`src/rtl/ahb_burst_master.sv`:
```
// AHB-Lite burst master engine: runs one command at a time (SINGLE, INCR, WRAPx, INCRx),
// pipelines address/data phases, stalls on hr_readyout and issues BUSY while write data is late.
module ahb_burst_master #(
  parameter int ADDR_W  = 32,
  parameter int DATA_W  = 32,
  parameter int MAX_LEN = 16,
  localparam int LEN_W  = $clog2(MAX_LEN + 1)
) (
  input  logic              hclk,
  input  logic              hreset,
  input  logic              cmd_valid,
  output logic              cmd_ready,
  input  logic              cmd_write,
  input  logic [ADDR_W-1:0] cmd_addr,
  input  logic [2:0]        cmd_burst,
  input  logic [2:0]        cmd_size,
  input  logic [LEN_W-1:0]  cmd_len,
  input  logic              wdata_valid,
  input  logic [DATA_W-1:0] wdata,
  output logic              wdata_ready,
  output logic              rdata_valid,
  output logic [DATA_W-1:0] rdata,
  output logic              done,
  input  logic              hr_readyout,
  input  logic [DATA_W-1:0] hr_data,
  output logic [ADDR_W-1:0] haddr,
  output logic [DATA_W-1:0] hwdata,
  output logic              hwrite,
  output logic [2:0]        hsize,
  output logic [2:0]        hburst,
  output logic [1:0]        htrans,
  output logic              hready_in
);
  localparam int         CNT_W    = $clog2(((MAX_LEN > 16) ? MAX_LEN : 16) + 1);
  localparam logic [2:0] MAX_SIZE = 3'($clog2(DATA_W / 8));
  localparam logic [1:0] HT_IDLE = 2'd0, HT_BUSY = 2'd1, HT_NONSEQ = 2'd2, HT_SEQ = 2'd3;

  typedef enum logic [1:0] {S_IDLE, S_ADDR, S_BURST, S_LAST} state_t;
  state_t state_q, state_d;

  logic [ADDR_W-1:0] haddr_q;
  logic [DATA_W-1:0] hwdata_q, rdata_q;
  logic              hwrite_q, nseq_q, dph_q, rdata_valid_q, done_q;
  logic [2:0]        hsize_q, hburst_q;
  logic [CNT_W-1:0]  beats_q;

  logic              cmd_fire, beat_avail, beat_acc, dph_done, is_wrap, kb_cross;
  logic [2:0]        size_eff, wrap_shift;
  logic [CNT_W-1:0]  beats_eff;
  logic [ADDR_W-1:0] incr, addr_inc, wrap_mask, addr_next;
  logic [1:0]        htrans_c;

  assign cmd_fire   = cmd_valid & cmd_ready;
  assign beat_avail = ~hwrite_q | wdata_valid;
  assign beat_acc   = ((state_q == S_ADDR) || (state_q == S_BURST)) && beat_avail && hr_readyout;
  assign dph_done   = dph_q & hr_readyout;
  assign size_eff   = (cmd_size > MAX_SIZE) ? MAX_SIZE : cmd_size;

  always_comb begin
    beats_eff = CNT_W'(1);
    case (cmd_burst)
      3'd1:       beats_eff = (cmd_len == '0) ? CNT_W'(1) : CNT_W'(cmd_len);
      3'd2, 3'd3: beats_eff = CNT_W'(4);
      3'd4, 3'd5: beats_eff = CNT_W'(8);
      3'd6, 3'd7: beats_eff = CNT_W'(16);
      default:    beats_eff = CNT_W'(1);
    endcase
  end

  // Wrapping bursts keep the bits above the beats*incr window; incrementing ones flag 1KB crossings.
  assign incr       = ADDR_W'(1) << hsize_q;
  assign addr_inc   = haddr_q + incr;
  assign is_wrap    = (hburst_q == 3'd2) || (hburst_q == 3'd4) || (hburst_q == 3'd6);
  assign wrap_shift = (hburst_q == 3'd2) ? 3'd2 : ((hburst_q == 3'd4) ? 3'd3 : 3'd4);
  assign wrap_mask  = (incr << wrap_shift) - ADDR_W'(1);
  assign addr_next  = is_wrap ? ((haddr_q & ~wrap_mask) | (addr_inc & wrap_mask)) : addr_inc;
  assign kb_cross   = ~is_wrap && (addr_inc[9:0] == 10'd0);

  always_ff @(posedge hclk) begin
    if (hreset) state_q <= S_IDLE;
    else        state_q <= state_d;
  end

  always_comb begin
    state_d = state_q;
    case (state_q)
      S_IDLE:  if (cmd_fire) state_d = S_ADDR;
      S_ADDR:  if (beat_acc) state_d = (beats_q == CNT_W'(1)) ? S_LAST : S_BURST;
      S_BURST: if (beat_acc && (beats_q == CNT_W'(1))) state_d = S_LAST;
      S_LAST:  if (dph_done) state_d = S_IDLE;
      default: state_d = S_IDLE;
    endcase
  end

  // A beat at a 1KB boundary restarts as NONSEQ, so a late-data gap there shows IDLE, not BUSY.
  always_comb begin
    htrans_c = HT_IDLE;
    case (state_q)
      S_ADDR:  htrans_c = beat_avail ? HT_NONSEQ : HT_IDLE;
      S_BURST: begin
        if (beat_avail) htrans_c = nseq_q ? HT_NONSEQ : HT_SEQ;
        else            htrans_c = nseq_q ? HT_IDLE : HT_BUSY;
      end
      default: htrans_c = HT_IDLE;
    endcase
  end

  always_ff @(posedge hclk) begin
    if (hreset) begin
      haddr_q       <= '0;
      hwdata_q      <= '0;
      hwrite_q      <= 1'b0;
      hsize_q       <= 3'd0;
      hburst_q      <= 3'd0;
      beats_q       <= '0;
      nseq_q        <= 1'b0;
      dph_q         <= 1'b0;
      rdata_q       <= '0;
      rdata_valid_q <= 1'b0;
      done_q        <= 1'b0;
    end else begin
      done_q        <= (state_q == S_LAST) && dph_done;
      rdata_valid_q <= dph_done & ~hwrite_q;
      if (dph_done && !hwrite_q) rdata_q <= hr_data;
      if (beat_acc)         dph_q <= 1'b1;
      else if (hr_readyout) dph_q <= 1'b0;
      if (cmd_fire) begin
        haddr_q  <= cmd_addr;
        hwrite_q <= cmd_write;
        hsize_q  <= size_eff;
        hburst_q <= cmd_burst;
        beats_q  <= beats_eff;
        nseq_q   <= 1'b0;
      end else if (beat_acc) begin
        haddr_q <= addr_next;
        beats_q <= beats_q - CNT_W'(1);
        nseq_q  <= kb_cross;
        if (hwrite_q) hwdata_q <= wdata;
      end
    end
  end

  assign cmd_ready   = (state_q == S_IDLE) && !done_q;
  assign wdata_ready = hwrite_q & beat_acc;
  assign htrans      = htrans_c;
  assign haddr       = haddr_q;
  assign hwdata      = hwdata_q;
  assign hwrite      = hwrite_q;
  assign hsize       = hsize_q;
  assign hburst      = hburst_q;
  assign rdata       = rdata_q;
  assign rdata_valid = rdata_valid_q;
  assign done        = done_q;
  assign hready_in   = hr_readyout;
endmodule

```
`config.mk`:
```
export PLATFORM = sky130hd
export DESIGN_NAME = ahb_burst_master
export DESIGN_NICKNAME = d
export VERILOG_FILES = /design/src/rtl/ahb_burst_master.sv
export SDC_FILE = /design/constraint.sdc
export NUM_CORES = 1
export LEC_CHECK = 0
export ABC_AREA = 1
export CAP_MARGIN = 25
export CORE_ASPECT_RATIO = 2
export CORE_MARGIN = 2
export CORE_UTILIZATION = 50
export DETAILED_ROUTE_END_ITERATION = 10
export PLACE_DENSITY_LB_ADDON = 0.1
export SYNTH_ARGS = -nofsm -noshare
export SYNTH_HDL_FRONTEND = slang
export SYNTH_SLANG_ARGS = --single-unit
```
`constraint.sdc`:
```
create_clock -name hclk -period 4.26 [get_ports hclk]
set_input_delay 0.852 -clock hclk [delete_from_list [all_inputs] [get_ports hclk]]
set_output_delay 0.852 -clock hclk [all_outputs]
set_load 0.1 [all_outputs]
```
* Word-level counts from Yosys, hierarchy flattened
Index checks and enable logic that the tools add are counted.
Storage, ports and cells: input bits 113, bits in registers 114
Operators by class: equal/unequal tests 18, $lt $le $gt $ge 1, shifts and indexed selects 2, add/sub/neg operators 3, bitwise gates (word level) 12, mux-type cells 23, reduce and logical (&&, ||, !) cells 23
Operators with widths (count):
- $mux W32 | 3
- $and A32 B32 Y32 | 2
- $add A32 B32 Y32 | 1
- $not A32 Y32 | 1
- $or A32 B32 Y32 | 1
- $shl A1 B3 Y32 const A | 1
- $shl A32 B3 Y32 | 1
- $sub A32 B1 Y32 const B | 1
- $pmux W5 S4 | 1
- $eq A3 B3 Y1 const B | 6
- $mux W5 | 3
- $mux W2 | 6
- $logic_not A10 Y1 | 1
- $eq A3 B2 Y1 const B | 3
- $mux W3 | 3
- $pmux W2 S4 | 1
- $reduce_or A2 Y1 | 4
- $logic_and A1 B1 Y1 | 7
- $ne A2 B2 Y1 const B | 3
- $eq A5 B1 Y1 const B | 1
- $logic_not A5 Y1 | 1
- $mux W1 | 5
- $sub A5 B1 Y5 const B | 1
- $and A1 B1 Y1 | 4
- other kinds (14) | 21

* Logic depth before layout (Yosys ltp)
Gate-level depths: netlist (run 1).
depth in word-level cells 11, mapped depth 20, mapped depth without buffers 19

* Worst setup path after synthesis (run 1)
Ideal clock, no wire load.
kind reg-to-reg, start point register done_q (netlist: done), end point register (tool-made name), clock period less this slack 3484 ps, required time 4188 ps, slack 776 ps, arrival time 3413 ps, setup time 72 ps, stages on the path, launching flop included 10, cells stage by stage dfxtp_1 > nor2_1 > nand2_2 > inv_2 > nor2_2 > nor2_1 > buf_2 > buf_2 > o21ai_0 > a21oi_1
RTL lines:
- start: declaration | line 43 | logic hwrite_q, nseq_q, dph_q, rdata_valid_q, done_q;
- start signal: assignment | line 122 | done_q <= (state_q == S_LAST) && dph_done;

* Worst setup path after layout (run 1)
start point register state_q[1], end point output port cmd_ready
Between the ends: longest elaborated chain between the ends 2
Ends and longest elaborated chain:
- start: declaration | line 39 | state_t state_q, state_d;
- start signal: assignment | line 81 | else state_q <= state_d;
- $logic_not A2 Y1 | line 143 | assign cmd_ready = (state_q == S_IDLE) && !done_q;
- $logic_and A1 B1 Y1 | line 143
- end: declaration | line 12 | output logic cmd_ready,
Every way passes these cells.

==> results of run 1 <==
metrics by stage:
step | power, uW | instance area, sq um | cells
3_3_place_gp | 5390 | 8860 | 1379
3_5_place_dp | 5400 | 8860 | 1379
5_1_grt | 7140 | 9440 | 1412
6_report | 6790 | 9440 | 1412
2_1_floorplan | 4380 | 6560 | 1035
4_1_cts | 6770 | 9410 | 1410
report_power, final:
part / leakage (uW) / total, uW / internal, uW / switching [uW]
Combinational: 0.00303 / 3880 / 974 / 2910
Clock: 0.000260 / 1350 / 811 / 542
Sequential: 0.000929 / 1560 / 1300 / 257
Total: 0.00422 / 6790 / 3090 / 3710
logic make-up after synthesis:
family	after synthesis
other	2
adder cells (fa/ha/maj)	9
AND/OR/NAND/NOR	564
buffers and inverters	149
flip-flops	114
AO/OA/AOI/OAI	188
XOR/XNOR	7
layout by cell type (no fill, tap or decap), drive strengths merged, types with 18 or more instances in the layout:
cell type / instances
nor2: 202
clkbuf: 18
dfxtp: 114
o21ai: 109
nand2: 236
clkdlybuf4s50: 219
a21oi: 58
inv: 109
nand4: 20
nand3: 75
worst max-delay path: cells and delay by family, from the launching register on:
kind / cells / cell delay [ns]
buffers and inverters: 3 / 1.32
DFF: 1 / 0.33
adders and majority gates: 1 / 0.20
and+or+nand+nor: 1 / 0.18
worst paths after layout:
kind                           startpoint                   to  depth (start not counted)
setup reg to reg    hsize[1]$_SDFFE_PP0P_  nseq_q$_SDFFE_PP0P_                         17
hold reg to reg        dph_q$_SDFFE_PP0P_   dph_q$_SDFFE_PP0P_                          2
setup / recovery  state_q[1]$_SDFFE_PP0P_            cmd_ready                          5
hold / removal         dph_q$_SDFFE_PP0P_   dph_q$_SDFFE_PP0P_                          2
layout make-up:
class	instances	share of cell area [%]
sequential	114	24.2
clock buffer	18	4.65
inverter	108	4.35
timing repair buffer	234	24.6
multi-input combinational	772	39.0
tap	152	2.01
clock inverter	13	1.21
antenna	1	0.0265
layer usage:
metal | track usage [%] | vias up | routed length [um]
met2 | 62.7 | 319 | 12600
met4 | 25.0 | 0 | 1880
met5 | 0 | - | 0
met3 | 8.70 | 108 | 1500
met1 | 33.1 | 3517 | 8050
li1 | - | 3774 | -
==> impl_metrics.json, run 1 <==
{
  "status": "completed",
  "final_util_pct": 73.1,
  "fill_cells": 1097,
  "rrSetupSlack_ns": 1.37,
  "portBuffers": 222,
  "post_cts_buffers": 0,
  "final.setup.tns_ns": 0,
  "synth_xor_area_share_pct": 0.936,
  "synth_area_leaders": "dfxtp_1 (35%), nand2_1 (12%), nor2_1 (11%)",
  "arrival_ns": 2.46,
  "drtPass1Iterations": 5,
  "ys_types": 53,
  "clockBufferDepth": 2,
  "postRouteAntennaNets": 0,
  "worstPathCellList": "inv_1, ha_1, inv_1, nor2_1, clkdlybuf4s50_1",
  "cts_buffers": 17,
  "p_leak_uw": 0.00422,
  "synth.avg_cell_area_sq_um": 6.34,
  "power_density_nw_per_um2": 719,
  "die_h_um": 166,
  "synth_simple_gate_area_share_pct": 37.8,
  "path_clk_slew_ns": 0.06,
  "ys_warn_count": 0,
  "grt.overflow.total": 0,
  "routed_via_density": 5.47,
  "drt_iter0_drc": 342,
  "cts_max_level": 4,
  "synthCells": 1033,
  "grt_pass1_vias": 7840,
  "yosysTopAreaCellShare_pct": 34.8,
  "ioPinCount": 223,
  "synth_ff_type": "dfxtp_1",
  "timing.final.ws_setup_ns": 0.953,
  "die_area_sq_um": 14100,
  "async_reset_ff_share_pct": 0,
  "root_buffer": "clkbuf_16",
  "grt_pass1_wl_um": 38800,
  "slew_violations": 0,
  "clock_latency_ns": 0.42,
  "ir_drop_uv": 540,
  "max_slew_margin_pct": 27.2,
  "drive_gt1_share_pct": 8.26,
  "synth-adder-area-share_pct": 1.72,
  "syn_area_sq_um": 6550,
  "regArea_sq_um": 2280,
  "cp_max_fo": 4,
  "grt_max_degree": 42,
  "synthMuxAreaShare_pct": 0,
  "skew_ns": 0.0138,
  "synth-compound-area-share_pct": 15.5,
  "cts_tree": "yes",
  "fmax_mhz": 302,
  "setup_viol": 0,
  "cp-start-kind": "flip-flop",
  "holdBufCountCts": 0,
  "ys_seq_area_share_pct": 34.8,
  "holdWs_ns": 0.486,
  "hold_path.class": "flip-flop to flip-flop",
  "rows": 59,
  "nets": 1369,
  "worst_slew_pin_slew_ns": 1.09,
  "ctsResizeCount": 0,
  "start_util_pct": 50.7,
  "clock_sinks": 114,
  "drcViolationCount": 0,
  "gp_congestion": 1.08,
  "routed_wl_um": 24100,
  "drt-wirelength-per-cell_um": 17.1,
  "crit_required_ns": 3.41,
  "synth_most_common_cell": "nand2_1",
  "core_area_sq_um": 12900,
  "finalHoldViolCount": 0,
  "synth_common_cells": "nand2_1 (218), nor2_1 (192), dfxtp_1 (114)",
  "vias": 7718,
  "cp-end-kind": "output port",
  "yosys_register_bits": 114,
  "area_growth_pct": 44.2,
  "antenna_found_initial": 1,
  "die-width_um": 84.9,
  "dp_hpwl_um": 18200,
  "cpMaxStageDelayCell": "clkdlybuf4s50_1",
  "fin_crit_sh_pct": 77.6,
  "multiInputGateArea_sq_um": 3680,
  "synth_top_family_by_area": "simple AND/OR/NAND/NOR gates",
  "path_class": "flip-flop to output port",
  "place_ws_ns": 1.03,
  "cap_violations": 0,
  "period_minus_slack_ns": 3.31,
  "crit_path_frequent_cell": "inv_1",
  "cp_slowest_stage_delay_ns": 1.17,
  "grt_usage_pct": 34.8,
  "synth_edf_count": 0,
  "rsz0062_at_grt": "no",
  "synth.largest_area_cell": "dfxtp_1"
}
Note: power is estimated with default switching activity, not from simulation.
==> inputs of run 2 (changes only) <==
- CORE_UTILIZATION: 50 -> 42
- clock period: 4.26 -> 2.7 ns (I/O delays scaled with it)
==> run 2 against run 1 <==
Effect of this change: design area rose by 0.65%; count of clock-buffer cells in the layout did not move; wire length fell by 1.0%; register-to-register slack got worse by 0.93 ns; combinational power rose by 59%; clock skew fell by 0.0050 ns; critical endpoint is now wdata_ready; largest cell class unchanged; worst hold slack got worse by 0.0087 ns; power rose by 63%; non-clock buffer count rose by 17.
==> impl_metrics.json, run 2 (synthesis gave the netlist of run 1 again) <==
{
  "rows": 64,
  "fill_cells": 1509,
  "die-width_um": 92.3,
  "post_cts_buffers": 0,
  "dp_hpwl_um": 18600,
  "drt-wirelength-per-cell_um": 16.1,
  "crit_required_ns": 2.16,
  "clock_sinks": 114,
  "cts_buffers": 17,
  "drt_iter0_drc": 354,
  "met3_usage_pct": 6.65,
  "holdBufCountCts": 0,
  "ir_drop_uv": 739,
  "gp_congestion": 0.967,
  "drcViolationCount": 0,
  "crit_path_end": "wdata_ready",
  "max_slew_margin_pct": 60.2,
  "startpoint": "state_q[0]$_SDFFE_PP0P_",
  "cp-start-kind": "flip-flop",
  "worstPathCellList": "inv_1, ha_1, o21ai_1, nor2_1, buf_4, nand2_1, inv_1, buf_12",
  "die_h_um": 181,
  "hold_path.class": "flip-flop to flip-flop",
  "path_buf_inv": 4,
  "p_leak_uw": 0.00456,
  "cp_slowest_stage_delay_ns": 0.38,
  "cpMaxStageDelayCell": "dfxtp_1",
  "die_area_sq_um": 16700,
  "grt.overflow.total": 0,
  "rrSetupSlack_ns": 0.44,
  "use_met2_pct": 54.3,
  "skew_ns": 0.00877,
  "grt_usage_pct": 29.3,
  "cp-end-kind": "output port",
  "final_cell_mix": "nand2_1 (218), nor2_1 (190), buf_4 (134)",
  "grt.busiest_layer": "met2",
  "final_util_pct": 62.1,
  "worst_slew_pin_slew_ns": 0.592,
  "portBuffers": 222,
  "power_density_nw_per_um2": 1160,
  "fmax_mhz": 390,
  "routed_wl_um": 23800,
  "cap_violations": 0,
  "area_growth_pct": 45.1,
  "path_clk_slew_ns": 0.06,
  "ioPinCount": 223,
  "period_minus_slack_ns": 2.56,
  "drtPass1Iterations": 5,
  "path_class": "flip-flop to output port",
  "cts_max_level": 4,
  "nets": 1386,
  "grt_pass1_vias": 7711,
  "rr_worst_depth": 11,
  "slew_violations": 0,
  "r2r-start": "hsize[0]$_SDFFE_PP0P_",
  "setup_viol": 0,
  "status": "completed",
  "final.setup.tns_ns": 0,
  "crit_path_frequent_cell": "inv_1",
  "layoutNonFillerInstCount": 1476,
  "vias": 7620,
  "antenna_found_initial": 1,
  "postRouteAntennaNets": 0,
  "dp.cells": 1443,
  "routed_via_density": 5.16,
  "ctsResizeCount": 0,
  "cp_max_fo": 4,
  "crit_family": "buffers and inverters",
  "use_met1_pct": 28.6,
  "grt_max_degree": 60,
  "arrival_ns": 2.02,
  "finalHoldViolCount": 0,
  "cp.depth": 8,
  "cts_tree": "yes",
  "fin_crit_sh_pct": 94.9,
  "root_buffer": "clkbuf_16",
  "clock_latency_ns": 0.42,
  "core_area_sq_um": 15300,
  "drive_gt1_share_pct": 18.1,
  "rsz0062_at_grt": "no",
  "final_common_cell": "nand2_1",
  "clockBufferDepth": 2,
  "start_util_pct": 42.8,
  "grt_pass1_wl_um": 38400
}
==> run 2: changes by cell type in the layout (fill, tap and decap cells not counted), moves of 4 or more <==
cell	delta
buf_4	+120
clkdlybuf4s50_1	-107
buf_12	+5
bufinv_16	+4
==> run 2: cell type report <==
class | count | area (sq um) | area share [%]
antenna | 1 | 2.50 | 0.0263
clock buffer | 18 | 429 | 4.51
clock inverter | 14 | 213 | 2.24
inverter | 108 | 410 | 4.32
multi-input combinational | 772 | 3690 | 38.8
sequential | 114 | 2280 | 24.0
tap | 198 | 248 | 2.61
timing repair buffer | 251 | 2230 | 23.4
==> run 2: routing by layer <==
layer / part of all wire (%) / wire, um / vias up
met1: 34 / 8200 / 3454
li1: - / - / 3812
met4: 5.8 / 1390 / 0
met3: 6.0 / 1420 / 78
met5: 0 / 0 / -
met2: 54 / 12800 / 276
==> run 2: worst min path at each step <==
stage,startpoint,to,depth (start not counted)
finish,dph_q$_SDFFE_PP0P_,dph_q$_SDFFE_PP0P_,2
global route,dph_q$_SDFFE_PP0P_,dph_q$_SDFFE_PP0P_,2
CTS,dph_q$_SDFFE_PP0P_,dph_q$_SDFFE_PP0P_,2
detailed placement,dph_q$_SDFFE_PP0P_,dph_q$_SDFFE_PP0P_,2
global placement,dph_q$_SDFFE_PP0P_,dph_q$_SDFFE_PP0P_,2
floorplan,dph_q$_SDFFE_PP0P_,dph_q$_SDFFE_PP0P_,2
==> run 2: power breakdown <==
| group | switching (uW) | leakage (uW) | internal (uW) |
|---|---|---|---|
| Clock | 841 | 0.000302 | 1630 |
| Sequential | 378 | 0.000930 | 2050 |
| Combinational | 4610 | 0.00333 | 1550 |
==> run 2: worst min-delay path, stage by stage (launching register included) <==
cell	delay, ns
dfxtp_1	0.31
nand2_1	0.06
a21oi_1	0.06
==> run 2: stage by stage <==
| stage | instance area, sq um | hold WS (ns) | setup slack [ns] | total power, uW |
|---|---|---|---|---|
| 2_1_floorplan | 6570 | 0.444 | 0.00257 | 6930 |
| 3_3_place_gp | 8860 | 0.475 | 0.374 | 8560 |
| 3_5_place_dp | 8860 | 0.472 | 0.338 | 8590 |
| 4_1_cts | 9500 | 0.479 | 0.134 | 11100 |
| 5_1_grt | 9510 | 0.508 | 0.0111 | 11600 |
| 6_report | 9510 | 0.478 | 0.138 | 11100 |
==> edit: new RTL, settings of run 2 <==
The parameter `MAX_LEN` goes from 16 to 8.
--- a/src/rtl/ahb_burst_master.sv
+++ b/src/rtl/ahb_burst_master.sv
@@ -5,3 +5,3 @@
   parameter int DATA_W  = 32,
-  parameter int MAX_LEN = 16,
+  parameter int MAX_LEN = 8,
   localparam int LEN_W  = $clog2(MAX_LEN + 1)
Ports: changed (resized cmd_len); port bits go from 223 to 222. The function was not compared with the original's and may differ.
==> edit against run 2 <==
Design area fell by 0.11%; area after synthesis up 1.1%; hold slack got worse by 0.011 ns; sequential cell count is the same; final cell count shrank 0.68%; power shrank 0.58%; global-route usage shrank 2.8 points; critical endpoint unchanged; wire length shrank 8.0%; synthesized cell count down 0.29%; first-iteration DRC count up 22%; worst setup slack improved by 0.054 ns; highest routed layer unchanged; register-to-register slack got worse by 0.07 ns.
==> edit: results (changes against run 2) <==
Outcome
  • Status: finished, final reports clean

Logic synthesis
  • Synth Instances: 1,030 (-0.29%)
  • Post-Synth Adder-Cell Area: 0.0170 (-0.000188)
  • Synth cell types: 49 (-7.5%)
  • XOR/XNOR share of the synthesized area: 0.00794 (-0.00143)
  • Synth Area in Compound Gates: 0.144 (-0.0110)
  • Synth top area cells: dfxtp_1, nand2_1, nor2_1, o21ai_0, nand3_1
  • Commonest cells in the netlist: nand2_1, nor2_1, dfxtp_1
  • Sequential fraction of the synthesis area: 0.345 (-0.00382)

Drt
  • Routed WL: 21.9 mm (-8.0%)
  • Routed length on met2: 11.2 mm (-13%)
  • Met1 wire length: 8.69 mm (+5.9%)
  • WL per Instance: 15.0 um (-7.3%)
  • Initial DRC count: 432 (+22%)

Finish
  • N_diodes: 0 (-1)
  • Fillers: 1,483 (-1.7%)

GRT
  • Initial antenna violation count: 0 (-1)
  • Number of global-route vias before repair: 7,499 (-2.7%)
  • Met1 GRT Util: 0.312 (+0.0266)
  • Largest net degree at the start of global routing: 53 (-12%)
  • Met2 Use GR: 0.454 (-0.0892)
  • Overall routing resource usage: 0.265 (-0.0278)

STA
  • Worst slew pin tran: 0.612 ns (+0.0204 ns)
  • Clock skew: 0.00665 ns (-0.00212 ns)

Place
  • Post-place setup slack: 0.190 ns (-0.148 ns)
  • Detailed Place HPWL: 16.3 mm (-12%)
  • Port Buffers: 221 (-0.45%)
  • Post-DP Area: 0.00884 mm^2 (-0.23%)
==> edit: worst paths after layout <==
path | start | slack [ns] | cells past startpoint | endpoint
setup / recovery | state_q[1] | 0.19 | 8 | wdata_ready
hold / removal | dph_q | 0.47 | 2 | dph_q
setup reg to reg | hsize[1] | 0.37 | 17 | nseq_q
hold reg to reg | dph_q | 0.47 | 2 | dph_q
==> edit: area by class of cell <==
class                   count  area, um^2  share of cell area
clock inverters            14         225              0.0237
multi-input cells         777        3790               0.399
repair buffers            242        2130               0.225
well taps                 201         251              0.0265
inverters                 100         383              0.0403
clock buffers              18         429              0.0452
flip-flops and latches    114        2290               0.241
==> edit: report_power, final <==
group,internal [mW],switching (mW),leakage [nW]
logic,1.50,4.51,3.27
registers,2.05,0.411,0.930
clock network,1.65,0.875,0.308
==> edit: worst max-delay path: stages, from the launching register on <==
cell and delay [ns]:
dfxtp_1 0.38, inv_1 0.10, ha_1 0.30, o21ai_1 0.10
nor2_2 0.12, buf_4 0.15, nand2_1 0.09, inv_1 0.11
buf_12 0.18
